### src/rtl/hart_request_arbiter.sv
// hart_request_arbiter
//
// Shares one hart request buffer among N_HARTS harts. Each cycle in which the
// output holding register is free, one valid hart is granted. Its request is
// captured into the holding register, which drives the buffer write port
// tagged with the owning hart index.
//
// Arbitration policy:
//   default                      round-robin, starting after the last granted hart
//   HART_ARB_FIXED_PRIORITY_EN   fixed priority, lowest-index valid hart wins
//
// Ports:
//   clock_i      rising-edge clock
//   reset_i      synchronous, active-high reset
//   req_valid_i  per-hart request valid
//   req_wren_i   per-hart write enable (1 = store)
//   req_addr_i   flattened addresses, hart h at [h*BW_ADDR +: BW_ADDR]
//   req_data_i   flattened store data, same packing
//   req_ack_o    one-hot combinational ack, high in the capture cycle
//   buf_write_o  write strobe to the buffer (holding register valid)
//   buf_wren_o   captured write enable
//   buf_addr_o   captured address
//   buf_data_o   captured data
//   buf_hart_o   index of the hart owning the captured request
//   buf_full_i   buffer full back-pressure
module hart_request_arbiter #(
  parameter int unsigned N_HARTS = 4,
  parameter int unsigned BW_ADDR = 32,
  parameter int unsigned BW_DATA = 32
) (
  input  logic                         clock_i,
  input  logic                         reset_i,
  input  logic [N_HARTS-1:0]           req_valid_i,
  input  logic [N_HARTS-1:0]           req_wren_i,
  input  logic [N_HARTS*BW_ADDR-1:0]   req_addr_i,
  input  logic [N_HARTS*BW_DATA-1:0]   req_data_i,
  output logic [N_HARTS-1:0]           req_ack_o,
  output logic                         buf_write_o,
  output logic                         buf_wren_o,
  output logic [BW_ADDR-1:0]           buf_addr_o,
  output logic [BW_DATA-1:0]           buf_data_o,
  output logic [$clog2(N_HARTS)-1:0]   buf_hart_o,
  input  logic                         buf_full_i
);

  localparam int unsigned BW_HART = $clog2(N_HARTS);

  logic               hold_valid_q, hold_valid_d;
  logic               hold_wren_q,  hold_wren_d;
  logic [BW_ADDR-1:0] hold_addr_q,  hold_addr_d;
  logic [BW_DATA-1:0] hold_data_q,  hold_data_d;
  logic [BW_HART-1:0] hold_hart_q,  hold_hart_d;

  logic               accept;
  logic               free;
  logic               grant;
  logic               grant_found;
  logic [BW_HART-1:0] grant_idx;

  // The buffer takes the held entry at this edge, so the register can reload.
  assign accept = hold_valid_q & ~buf_full_i;
  assign free   = ~hold_valid_q | accept;
  // Acks are suppressed while reset is asserted: the capture would be discarded.
  assign grant  = free & grant_found & ~reset_i;

`ifdef HART_ARB_FIXED_PRIORITY_EN

  always_comb begin
    grant_found = 1'b0;
    grant_idx   = '0;
    for (int unsigned i = 0; i < N_HARTS; i++) begin
      if (!grant_found && req_valid_i[i]) begin
        grant_found = 1'b1;
        grant_idx   = BW_HART'(i);
      end
    end
  end

`else

  logic [BW_HART-1:0] last_grant_q, last_grant_d;
  logic [BW_HART-1:0] cand;

  // Scan upward from last_grant+1; the index wraps naturally because
  // N_HARTS is a power of two. The final step (i == N_HARTS) revisits
  // last_grant itself, so a lone valid hart is granted every time.
  always_comb begin
    grant_found = 1'b0;
    grant_idx   = '0;
    cand        = '0;
    for (int unsigned i = 1; i <= N_HARTS; i++) begin
      cand = last_grant_q + BW_HART'(i);
      if (!grant_found && req_valid_i[cand]) begin
        grant_found = 1'b1;
        grant_idx   = cand;
      end
    end
  end

  always_comb begin
    last_grant_d = last_grant_q;
    if (grant) begin
      last_grant_d = grant_idx;
    end
  end

  always_ff @(posedge clock_i) begin
    if (reset_i) begin
      last_grant_q <= BW_HART'(N_HARTS - 1);
    end else begin
      last_grant_q <= last_grant_d;
    end
  end

`endif

  always_comb begin
    req_ack_o = '0;
    if (grant) begin
      req_ack_o[grant_idx] = 1'b1;
    end
  end

  always_comb begin
    hold_valid_d = hold_valid_q;
    hold_wren_d  = hold_wren_q;
    hold_addr_d  = hold_addr_q;
    hold_data_d  = hold_data_q;
    hold_hart_d  = hold_hart_q;
    if (free) begin
      hold_valid_d = grant;
      if (grant) begin
        hold_wren_d = req_wren_i[grant_idx];
        hold_addr_d = req_addr_i[grant_idx * BW_ADDR +: BW_ADDR];
        hold_data_d = req_data_i[grant_idx * BW_DATA +: BW_DATA];
        hold_hart_d = grant_idx;
      end
    end
  end

  always_ff @(posedge clock_i) begin
    if (reset_i) begin
      hold_valid_q <= 1'b0;
      hold_wren_q  <= 1'b0;
      hold_addr_q  <= '0;
      hold_data_q  <= '0;
      hold_hart_q  <= '0;
    end else begin
      hold_valid_q <= hold_valid_d;
      hold_wren_q  <= hold_wren_d;
      hold_addr_q  <= hold_addr_d;
      hold_data_q  <= hold_data_d;
      hold_hart_q  <= hold_hart_d;
    end
  end

  assign buf_write_o = hold_valid_q;
  assign buf_wren_o  = hold_wren_q;
  assign buf_addr_o  = hold_addr_q;
  assign buf_data_o  = hold_data_q;
  assign buf_hart_o  = hold_hart_q;

endmodule

### config.mk
export PLATFORM = sky130hd
export DESIGN_NAME = hart_request_arbiter
export DESIGN_NICKNAME = d
export VERILOG_FILES = /design/src/rtl/hart_request_arbiter.sv
export SDC_FILE = /design/constraint.sdc
export NUM_CORES = 1
export LEC_CHECK = 0
export CORE_AREA = 2 2 131 133
export DETAILED_ROUTE_END_ITERATION = 10
export DIE_AREA = 0 0 133 135
export GPL_ROUTABILITY_DRIVEN = 0
export PLACE_DENSITY = 0.72
export SLEW_MARGIN = 5
export SYNTH_ARGS = -nofsm -noshare
export SYNTH_HDL_FRONTEND = slang
export SYNTH_SLANG_ARGS = --single-unit
export TNS_END_PERCENT = 10
### constraint.sdc
create_clock -name clock_i -period 1.86 [get_ports clock_i]
set_clock_uncertainty 0.05 [all_clocks]
set_input_delay 0.372 -clock clock_i [delete_from_list [all_inputs] [get_ports clock_i]]
set_output_delay 0.372 -clock clock_i [all_outputs]
set_load 0.005 [all_outputs]
=== Word level (Yosys, flattened, before mapping) ===
Cells that the tools add are included.

* Output and inout bits: 72
* Memories kept: 0
* Memory bits (writable): 0
* Logic and storage cells: 53
* Register bits: 70
* Latch bits: 0
* Memory bits (read-only): 0
* Bits of input ports: 267

* Add/sub/neg operators: 3
* Shift operators: 2
* Equality and inequality tests: 0
* Magnitude comparators: 6
* Reduce and logical (&&, ||, !) cells: 8
* Divide/modulo/power cells: 0
* Muxes and demuxes: 21
* Bitwise operators: 7
* $mul: 0

{| class="wikitable"
|+ Operator list
! cell !! count
|-
| 128-bit by 8-bit indexed part select with 32-bit output || 2
|-
| 2-bit by 3-bit < comparator with 1-bit output (second input constant) || 5
|-
| 1-bit binary-select mux with 2-bit select || 5
|-
| 1-bit two-way mux || 10
|-
| 2-bit two-way mux || 4
|-
| 2-bit adder (second input constant) || 2
|-
| 1-bit logical AND || 4
|-
| 4-bit two-way mux || 1
|-
| 1-bit bitwise AND || 3
|-
| 1-bit zero test || 3
|-
| 1-bit NOT || 3
|-
| 2-bit by 1-bit adder with 2-bit output (second input constant) || 1
|-
| 1-bit demux with 2-bit select || 1
|-
| 2-bit by 1-bit >= comparator with 1-bit output (second input constant) || 1
|-
| 2-bit AND reduction || 1
|-
| 1-bit OR || 1
|}

=== Depth between registers and ports, before layout ===
* Word-level depth: 18
* Gate-level depth with buffers: 8
* Mapped depth without buffers: 5

=== Worst setup path after synthesis ===
OpenSTA, ideal clock, no wires.

* Path kind: in2out
* Start point: in req_valid_i[1]
* End point: out req_ack_o[1]
* Path buffers: 3
* Path slack: -0.140 ns
* Data arrival time: 1.578 ns
* Stages on the path: 7
* Required time: 1.438 ns
* Path through: nor4_2 -> nor3b_1 -> buf_2 -> buf_2 -> o21ai_2 -> clkbuf_1 -> nor2_1

* Cells in the longest elaborated chain, start to end: 17
* Elaborated cells on any way between the ends: 30
* Classes of those cells: 2 x order compare; 19 x mux; 2 x bitwise; 7 x reduce/logical

{| class="wikitable"
|+ RTL lines
! element !! RTL line !! source
|-
| from (decl) || 33 || <nowiki>input logic [N_HARTS-1:0] req_valid_i,</nowiki>
|-
| 1-bit binary-select mux with 2-bit select || 93 || <nowiki>if (!grant_found && req_valid_i[cand]) begin</nowiki>
|-
| 1-bit two-way mux (not written as such) || 93 ||
|-
| 1-bit two-way mux || 93 ||
|-
| 1-bit zero test || 93 ||
|-
| 1-bit logical AND || 93 ||
|-
| 1-bit two-way mux || 93 ||
|-
| 1-bit zero test || 93 ||
|-
| 1-bit logical AND || 93 ||
|-
| 1-bit two-way mux || 93 ||
|-
| 1-bit zero test || 93 ||
|-
| 1-bit logical AND || 93 ||
|-
| 2-bit two-way mux || 93 ||
|-
| 2-bit by 3-bit < comparator with 1-bit output (not written as such) or 2-bit by 1-bit >= comparator with 1-bit output (tied branches) || 120 || <nowiki>req_ack_o[grant_idx] = 1'b1;</nowiki>
|-
| 1-bit logical AND (not written as such) || 120 ||
|-
| 1-bit two-way mux (not written as such) || 120 ||
|-
| 1-bit demux with 2-bit select || 120 ||
|-
| 4-bit two-way mux * || 119 || <nowiki>if (grant) begin</nowiki>
|-
| to (decl) || 37 || <nowiki>output logic [N_HARTS-1:0] req_ack_o,</nowiki>
|}

Every way passes the cells marked *; elsewhere a longest branch is shown, timed or not. The select of a mux whose other input is x is not followed.

=== Worst setup path after layout ===
* Start point: reg last_grant_q[0]
* End point: out req_ack_o[2]

* Cells in the longest elaborated chain, start to end: 18
* Elaborated cells on any way between the ends: 33
* Classes of those cells: 3 x add/sub; 2 x order compare; 19 x mux; 2 x bitwise; 7 x reduce/logical

{| class="wikitable"
|+ RTL lines
! element !! RTL line !! source
|-
| from (decl) || 81 || <nowiki>logic [BW_HART-1:0] last_grant_q, last_grant_d;</nowiki>
|-
| from (signal assigned) || 109 || <nowiki>last_grant_q <= BW_HART'(N_HARTS - 1);</nowiki>
|-
| from (signal assigned) || 111 || <nowiki>last_grant_q <= last_grant_d;</nowiki>
|-
| 2-bit by 1-bit adder with 2-bit output || 92 || <nowiki>cand = last_grant_q + BW_HART'(i);</nowiki>
|-
| 1-bit binary-select mux with 2-bit select || 93 ||
|-
| 1-bit two-way mux (not written as such) || 93 ||
|-
| 1-bit two-way mux || 93 ||
|-
| 1-bit zero test || 93 ||
|-
| 1-bit logical AND || 93 ||
|-
| 1-bit two-way mux || 93 ||
|-
| 1-bit zero test || 93 ||
|-
| (+2 left out) || -- ||
|-
| 1-bit zero test || 93 ||
|-
| 1-bit logical AND || 93 ||
|-
| 2-bit two-way mux || 93 ||
|-
| 2-bit by 3-bit < comparator with 1-bit output (not written as such) or 2-bit by 1-bit >= comparator with 1-bit output (tied branches) || 120 ||
|-
| 1-bit logical AND (not written as such) || 120 ||
|-
| 1-bit two-way mux (not written as such) || 120 ||
|-
| 1-bit demux with 2-bit select || 120 ||
|-
| 4-bit two-way mux * || 119 ||
|}

Marked as above.

==> flow_metrics.env <==
export IMPL_hpwlAfterDp_microns=15500
export IMPL_drcViolationCount=0
export IMPL_pin_count=339
export IMPL_syn_instance_count=566
export IMPL_cts_tree="yes"
export IMPL_syn_nets=833
export IMPL_finalHoldViolCount=0
export IMPL_grt_max_degree=44
export IMPL_syn_mean_instance_area_sq_um=8.60
export IMPL_hold_class="flop to flop"
export IMPL_port_buffers=338
export IMPL_rsz0062_at_grt="yes"
export IMPL_first_pass_iters=5
export IMPL_clk_latency_ps=330
export IMPL_synth_seq_cells=70
export IMPL_rows=47
export IMPL_slew_headroom_pct=66.5
export IMPL_cp_top_family="simple AND/OR/NAND/NOR gates"
export IMPL_ant_nets=0
export IMPL_tightest_slew_ps=503
export IMPL_fp_dieArea_sq_um=18000
export IMPL_finalWorstSetupSlack_ps=-62.6
export IMPL_power_density_nw_per_um2=757
export IMPL_clk_pin_slew_ps=60
export IMPL_clock_path_buffers=2
export IMPL_cp_start_kind="flop"
export IMPL_peakVddDrop_v=0.000477
export IMPL_clockRootBuffer="clkbuf_16"
export IMPL_drtIter0Drc=323
export IMPL_yosys_warnings=0
export IMPL_cts_max_level=3
export IMPL_sw_frac_of_total_pct=29.6
export IMPL_p_seq_share_pct=27.6
export IMPL_hold_ws_ps=421
export IMPL_yosys_area_share_simple_pct=18.3
export IMPL_cp_data_arrival_time_ps=1500
export IMPL_clkPwrFrac_pct=28.8
export IMPL_drive_above_1_share_pct=18.1
export IMPL_start_util_pct=29.7
export IMPL_setup_violations=18
export IMPL_wl_per_cell_microns=18.4
export IMPL_period_share_pct=103
export IMPL_grt_met1_usage_pct=27.9
export IMPL_cp_max_fo=3
export IMPL_area_delta_synth_final_pct=92.2
export IMPL_grt_pass1_wl_microns=31800
export IMPL_drv_cap=0
export IMPL_period_needed_ps=1920
export IMPL_maxSlewViolCount=0
export IMPL_finalNetCount=1174
export IMPL_synthXorXnorAreaFrac_pct=0
export IMPL_internal_power_mw=4.99
export IMPL_grt_overflow=0
export IMPL_ys_seq_area_share_pct=28.8
export IMPL_p_leak_nw=3.59
export IMPL_synth_compound_area_share_pct=22.0
export IMPL_crit_chain="nand2b_4 -> o22ai_2 -> nor2_2 -> buf_4 -> and3_1 -> buf_2"
export IMPL_crit_type="flop to output pin"
export IMPL_outcome="finished with violations"
export IMPL_grt_pass1_vias=5812
export IMPL_p_comb_share_pct=43.5
export IMPL_p_sw_mw=2.10
export IMPL_cts_made_buffers=9
export IMPL_cp_data_required_time_ps=1440
export IMPL_synth_adder_area_share_pct=0
export IMPL_met3_usage_pct=4.69
export IMPL_worst_path_largest_cell_delay_ps=360
export IMPL_utilization_pct=57.0
export IMPL_critPathBufInv=2
export IMPL_clkSinkCount=70
export IMPL_synth_cell_type_count=38
export IMPL_die_w_microns=133
export IMPL_synth_top_family_by_area="compound AO/OA/AOI/OAI gates"
export IMPL_synthMuxAreaShare_pct=21.2
export IMPL_antenna_found_initial=1
export IMPL_die_h_microns=135
export IMPL_drt_wl_total_microns=20800
export IMPL_violations="negative setup slack"
export IMPL_end_kind="output pin"
export IMPL_vias=5885
export IMPL_crit_slowest_cell="dfxtp_4"
export IMPL_core_sq_um=16400
export IMPL_grt_use_total_pct=22.4
export IMPL_busiest_layer="met2"
export IMPL_max_clock_freq_ghz=0.520
export IMPL_grtUsageMet2_pct=37.8
export IMPL_vias_per_cell=5.19
export IMPL_cts_hold_fix_buffers=0
export IMPL_synth_area_sq_um=4870
cells by family (layout without fill, tap and decap cells):
| family | after synthesis | count (layout) |
|---|---|---|
| AO/OA/AOI/OAI | 141 | 141 |
| AND/OR/NAND/NOR | 156 | 156 |
| buffers and inverters | 100 | 446 |
| other | 0 | 1 |
| multiplexers | 99 | 99 |
| flip-flops | 70 | 70 |
tightest hold or removal path, cell delays in order (launching register included):
cell and delay [ps]:
dfxtp_1 320, nand2_1 50, a21oi_1 50
registers in the layout (all words and copies together), names as in the netlist:
register and flops:
buf_hart_o 2, buf_write_o 1, last_grant_q 2, buf_data_o 32, buf_addr_o 32, buf_wren_o 1
area by class of cell:
cell class	instances	area [sq um]
fill	1449	7050
timing repair buffer	398	3990
multi-input combinational	396	3220
sequential	70	1410
tap	220	275
clock buffer	11	243
inverter	32	120
clock inverter	5	106
antenna	1	2.50
power groups by stage:
| stage | Sequential, mW | Clock [mW] | Combinational (mW) |
|---|---|---|---|
| after floorplan | 1.99 | 0 | 1.25 |
| after global placement | 1.98 | 0 | 2.91 |
| after detailed placement | 1.98 | 0 | 2.93 |
| after CTS | 1.96 | 2.10 | 3.01 |
| after global routing | 2.00 | 2.16 | 3.30 |
| final | 1.96 | 2.04 | 3.08 |
placed cells by master, fill, tap and decap left out, types with 12 or more instances in the layout:
master,n
a211oi_1,22
a221oi_1,19
a221oi_2,12
a31oi_1,31
buf_12,13
buf_4,41
clkdlybuf4s50_1,328
dfxtp_1,67
inv_1,32
mux2_2,23
mux2i_1,61
nand2_1,35
nand2b_1,32
nand4_1,68
o211ai_1,34
synthesized netlist by cell type (all sizes together):
master / number / share of area [%]
nand2: 37 / 2.9
nor3b: 1 / 0.15
nand3: 1 / 0.10
mux2i: 65 / 13
clkbuf: 40 / 3.1
nand4: 68 / 8.7
a21oi: 4 / 0.41
nand3b: 1 / 0.15
and3: 2 / 0.26
o211ai: 34 / 5.2
and2: 1 / 0.13
nor4: 1 / 0.26
buf: 28 / 4.2
or3b: 1 / 0.18
a211oi: 31 / 4.8
a31oi: 31 / 4.0
a21o: 1 / 0.18
o21ai: 7 / 0.87
mux2: 34 / 7.9
nor2b: 2 / 0.41
inv: 32 / 2.5
dfxtp: 70 / 29
o22a: 1 / 0.18
or2: 1 / 0.13
nand2b: 33 / 4.2
o22ai: 1 / 0.13
nor2: 7 / 0.64
a221oi: 31 / 6.2
through the flow:
stage | power [mW] | setup slack (ps) | instances | setup TNS, ps | cell area, sq um
after floorplan | 3.24 | -43.1 | 566 | -88.0 | 4870
final | 7.09 | -62.6 | 1133 | -346 | 9360
after global routing | 7.46 | -122 | 1133 | -3200 | 9360
after global placement | 4.88 | -857 | 1110 | -43720 | 8740
after CTS | 7.07 | -80.6 | 1129 | -567 | 9190
after detailed placement | 4.92 | -866 | 1110 | -47350 | 8740
worst paths after layout:
kind / startpoint / to / slack [ps] / depth (start not counted)
min: buf_hart_o[1] / buf_hart_o[1] / 420 / 2
max: last_grant_q[0] / req_ack_o[2] / -60 / 6
min reg2reg: buf_hart_o[1] / buf_hart_o[1] / 420 / 2
max reg2reg: last_grant_q[0] / buf_data_o[0] / -40 / 8
metal layers:
metal | share of wire [%] | up-vias
met4 | 2.9 | 0
met2 | 50 | 225
li1 | - | 2852
met1 | 41 | 2767
met5 | 0 | -
met3 | 6.0 | 41
repair_timing:
action	CTS	global route
endpoints found under the setup margin	72	66
hold endpoints to repair	0	0
gates resized for setup	60	31
buffers inserted	4	3
pin swaps	27	12
(Power assumes the default switching activity.)
==> patch, RTL diff (same settings) <==
`BW_ADDR`: 32 -> 40.
--- a/src/rtl/hart_request_arbiter.sv
+++ b/src/rtl/hart_request_arbiter.sv
@@ -25,7 +25,7 @@
 //   buf_full_i   buffer full back-pressure
 module hart_request_arbiter #(
   parameter int unsigned N_HARTS = 4,
-  parameter int unsigned BW_ADDR = 32,
+  parameter int unsigned BW_ADDR = 40,
   parameter int unsigned BW_DATA = 32
 ) (
   input  logic                         clock_i,
Interface: changed (resized buf_addr_o and req_addr_i); port bits go from 339 to 379. The function was not compared with the original's and may differ.
==> patch against the unedited design <==
  * The flow still finishes with violations (negative setup slack)
  * Worst setup slack worse by 0.14 ns
  * Register-to-register slack lost 0.16 ns
  * Total power increased by 3.3%
  * Cell count grew 1.9%
  * Sequential cell count up 8
  * Area after synthesis rose by 4.0%
  * Final area rose by 6.2%
  * Wire length is 12% higher
  * Critical path type is now in -> out
  * Largest cell class unchanged
==> patch: results (changes against the unedited design) <==
| Metric | Value |
|---|---|
| Outcome | finished with violations |
| Violated checks | negative setup slack |
| Final setup violation count | 72 (+54) |
| Inst Count DP | 1128 (+1.6%) |
| Area after DPL | 9261 um^2 (+5.9%) |
| Area contributors post-synth | dfxtp_1, a211oi_1, mux2i_1, o31a_1, a21oi_1 |
| Sw Ratio | 30.02% (+0.40 points) |
| Nets | 1229 (+4.7%) |
| Wirelength per Cell | 20.19 um (+9.9%) |
| Largest net degree at the start of global routing | 74 (+68%) |
| Clk power | 1.91 mW (-6%) |
| Min Hold Slack | 0.4114 ns (-0.009765 ns) |
| CP arrival | 1.64 ns (+0.14 ns) |
| Vias in the first global route | 6199 (+6.7%) |
| Psw | 2.197 mW (+4.7%) |
| Fillers | 1433 (-1.1%) |
| GRT Overall Usage | 25.00% (+2.6 points) |
| Pre-CTS WS | -0.8565 ns (+0.009288 ns) |
| First-pass GRT wire length | 35060 um (+10%) |
| Final worst path period share | 110.6% (+7.3 points) |
| Seq group | 2.15 mW (+9.7%) |
| Drt total wl | 23320 um (+12%) |
| Port bufs | 378 (+12%) |
| Syn_area_per_cell | 9.024 um^2 (+4.9%) |
| Synth cell count leaders | a211oi_1, dfxtp_1, mux2i_1 |
| Initial antenna violation count | 0 (-1) |
| First DRT Iteration DRCs | 271 (-16%) |
| Min-Delay Path Depth | 1 (-1) |
| DPL Wire Length | 16670 um (+7.8%) |
| Yosys Warn Count | 0 (unchanged) |
| Critical path peak fanout | 6 (+3) |
| Fraction of layout cells with a size suffix above 1 | 13.16% (-4.9 points) |
| Post-synthesis sequential area ratio | 30.85% (+2.1 points) |
| Hold wc startpoint | buf_hart_o[1] |
| DRT Pass-1 Iters | 7 (+2) |
| Post-Syn Nets | 860 (+3.2%) |
| P_leak | 3.675 nW (+2.4%) |
| Post-route setup slack | -0.1977 ns (-0.1351 ns) |
| N_diodes | 0 (-1) |
| Vias/cell | 5.422 (+4.4%) |
| Synth cell types | 35 (-7.9%) |
| R2R cell count | 9 (+1) |
| Tightest Pin Transition | 0.6436 ns (+0.1407 ns) |
| Worst R2R End | buf_addr_o[28] |
[patch: area by class of cell]
| cell class | count | area (um^2) | area share (%) |
|---|---|---|---|
| Timing Repair Buffer | 430 | 4449 | 44.79 |
| Inverter | 1 | 3.754 | 0.03778 |
| Clock inverter | 3 | 40.04 | 0.4030 |
| Tap cell | 220 | 275.3 | 2.771 |
| Clock buffer | 13 | 280.3 | 2.821 |
| Multi-Input combinational cell | 410 | 3322 | 33.44 |
| Sequential cell | 78 | 1564 | 15.74 |
[patch: logic make-up (layout without fill, tap and decap cells)]
logic type,after synthesis,in the layout,synth area share (%)
multiplexers,73,73,14.43
flip-flops,78,78,30.85
buffers and inverters,73,447,7.439
AND/OR/NAND/NOR,44,44,4.918
AO/OA/AOI/OAI,293,293,42.36
[patch: per-layer routing]
metal  track usage (%)  vias up  share of wire (%)
li1                  -     2985                  -
met1             28.90     2940                 39
met2             43.93      305                 51
met3             6.982       32                8.0
met4             9.677        0                2.3
met5                 0        -                  0
[patch: worst max path at each step]
stage | cells after the start | startpoint | endpoint
5_1_grt | 9 | last_grant_q[0] | buf_addr_o[8]
3_3_place_gp | 7 | req_valid_i[3] | req_ack_o[2]
2_1_floorplan | 7 | req_valid_i[3] | req_ack_o[2]
3_5_place_dp | 7 | req_valid_i[1] | buf_addr_o[35]
4_1_cts | 6 | last_grant_q[0] | req_ack_o[2]
6_report | 7 | req_valid_i[3] | req_ack_o[2]
[patch: worst max-delay path: stages]
cell and delay, ns:
clkdlybuf4s15_1 0.27, and2b_2 0.29, o21a_4 0.21, nor3_4 0.12
buf_4 0.13, and2_4 0.15, buf_6 0.09
[patch: timing repair]
item                                    4_1_cts  5_1_grt
resized for setup                            70       15
endpoints found under the setup margin       81       77
setup buffers                                 9        0
pin swaps                                    11        4
cloned                                        1        2
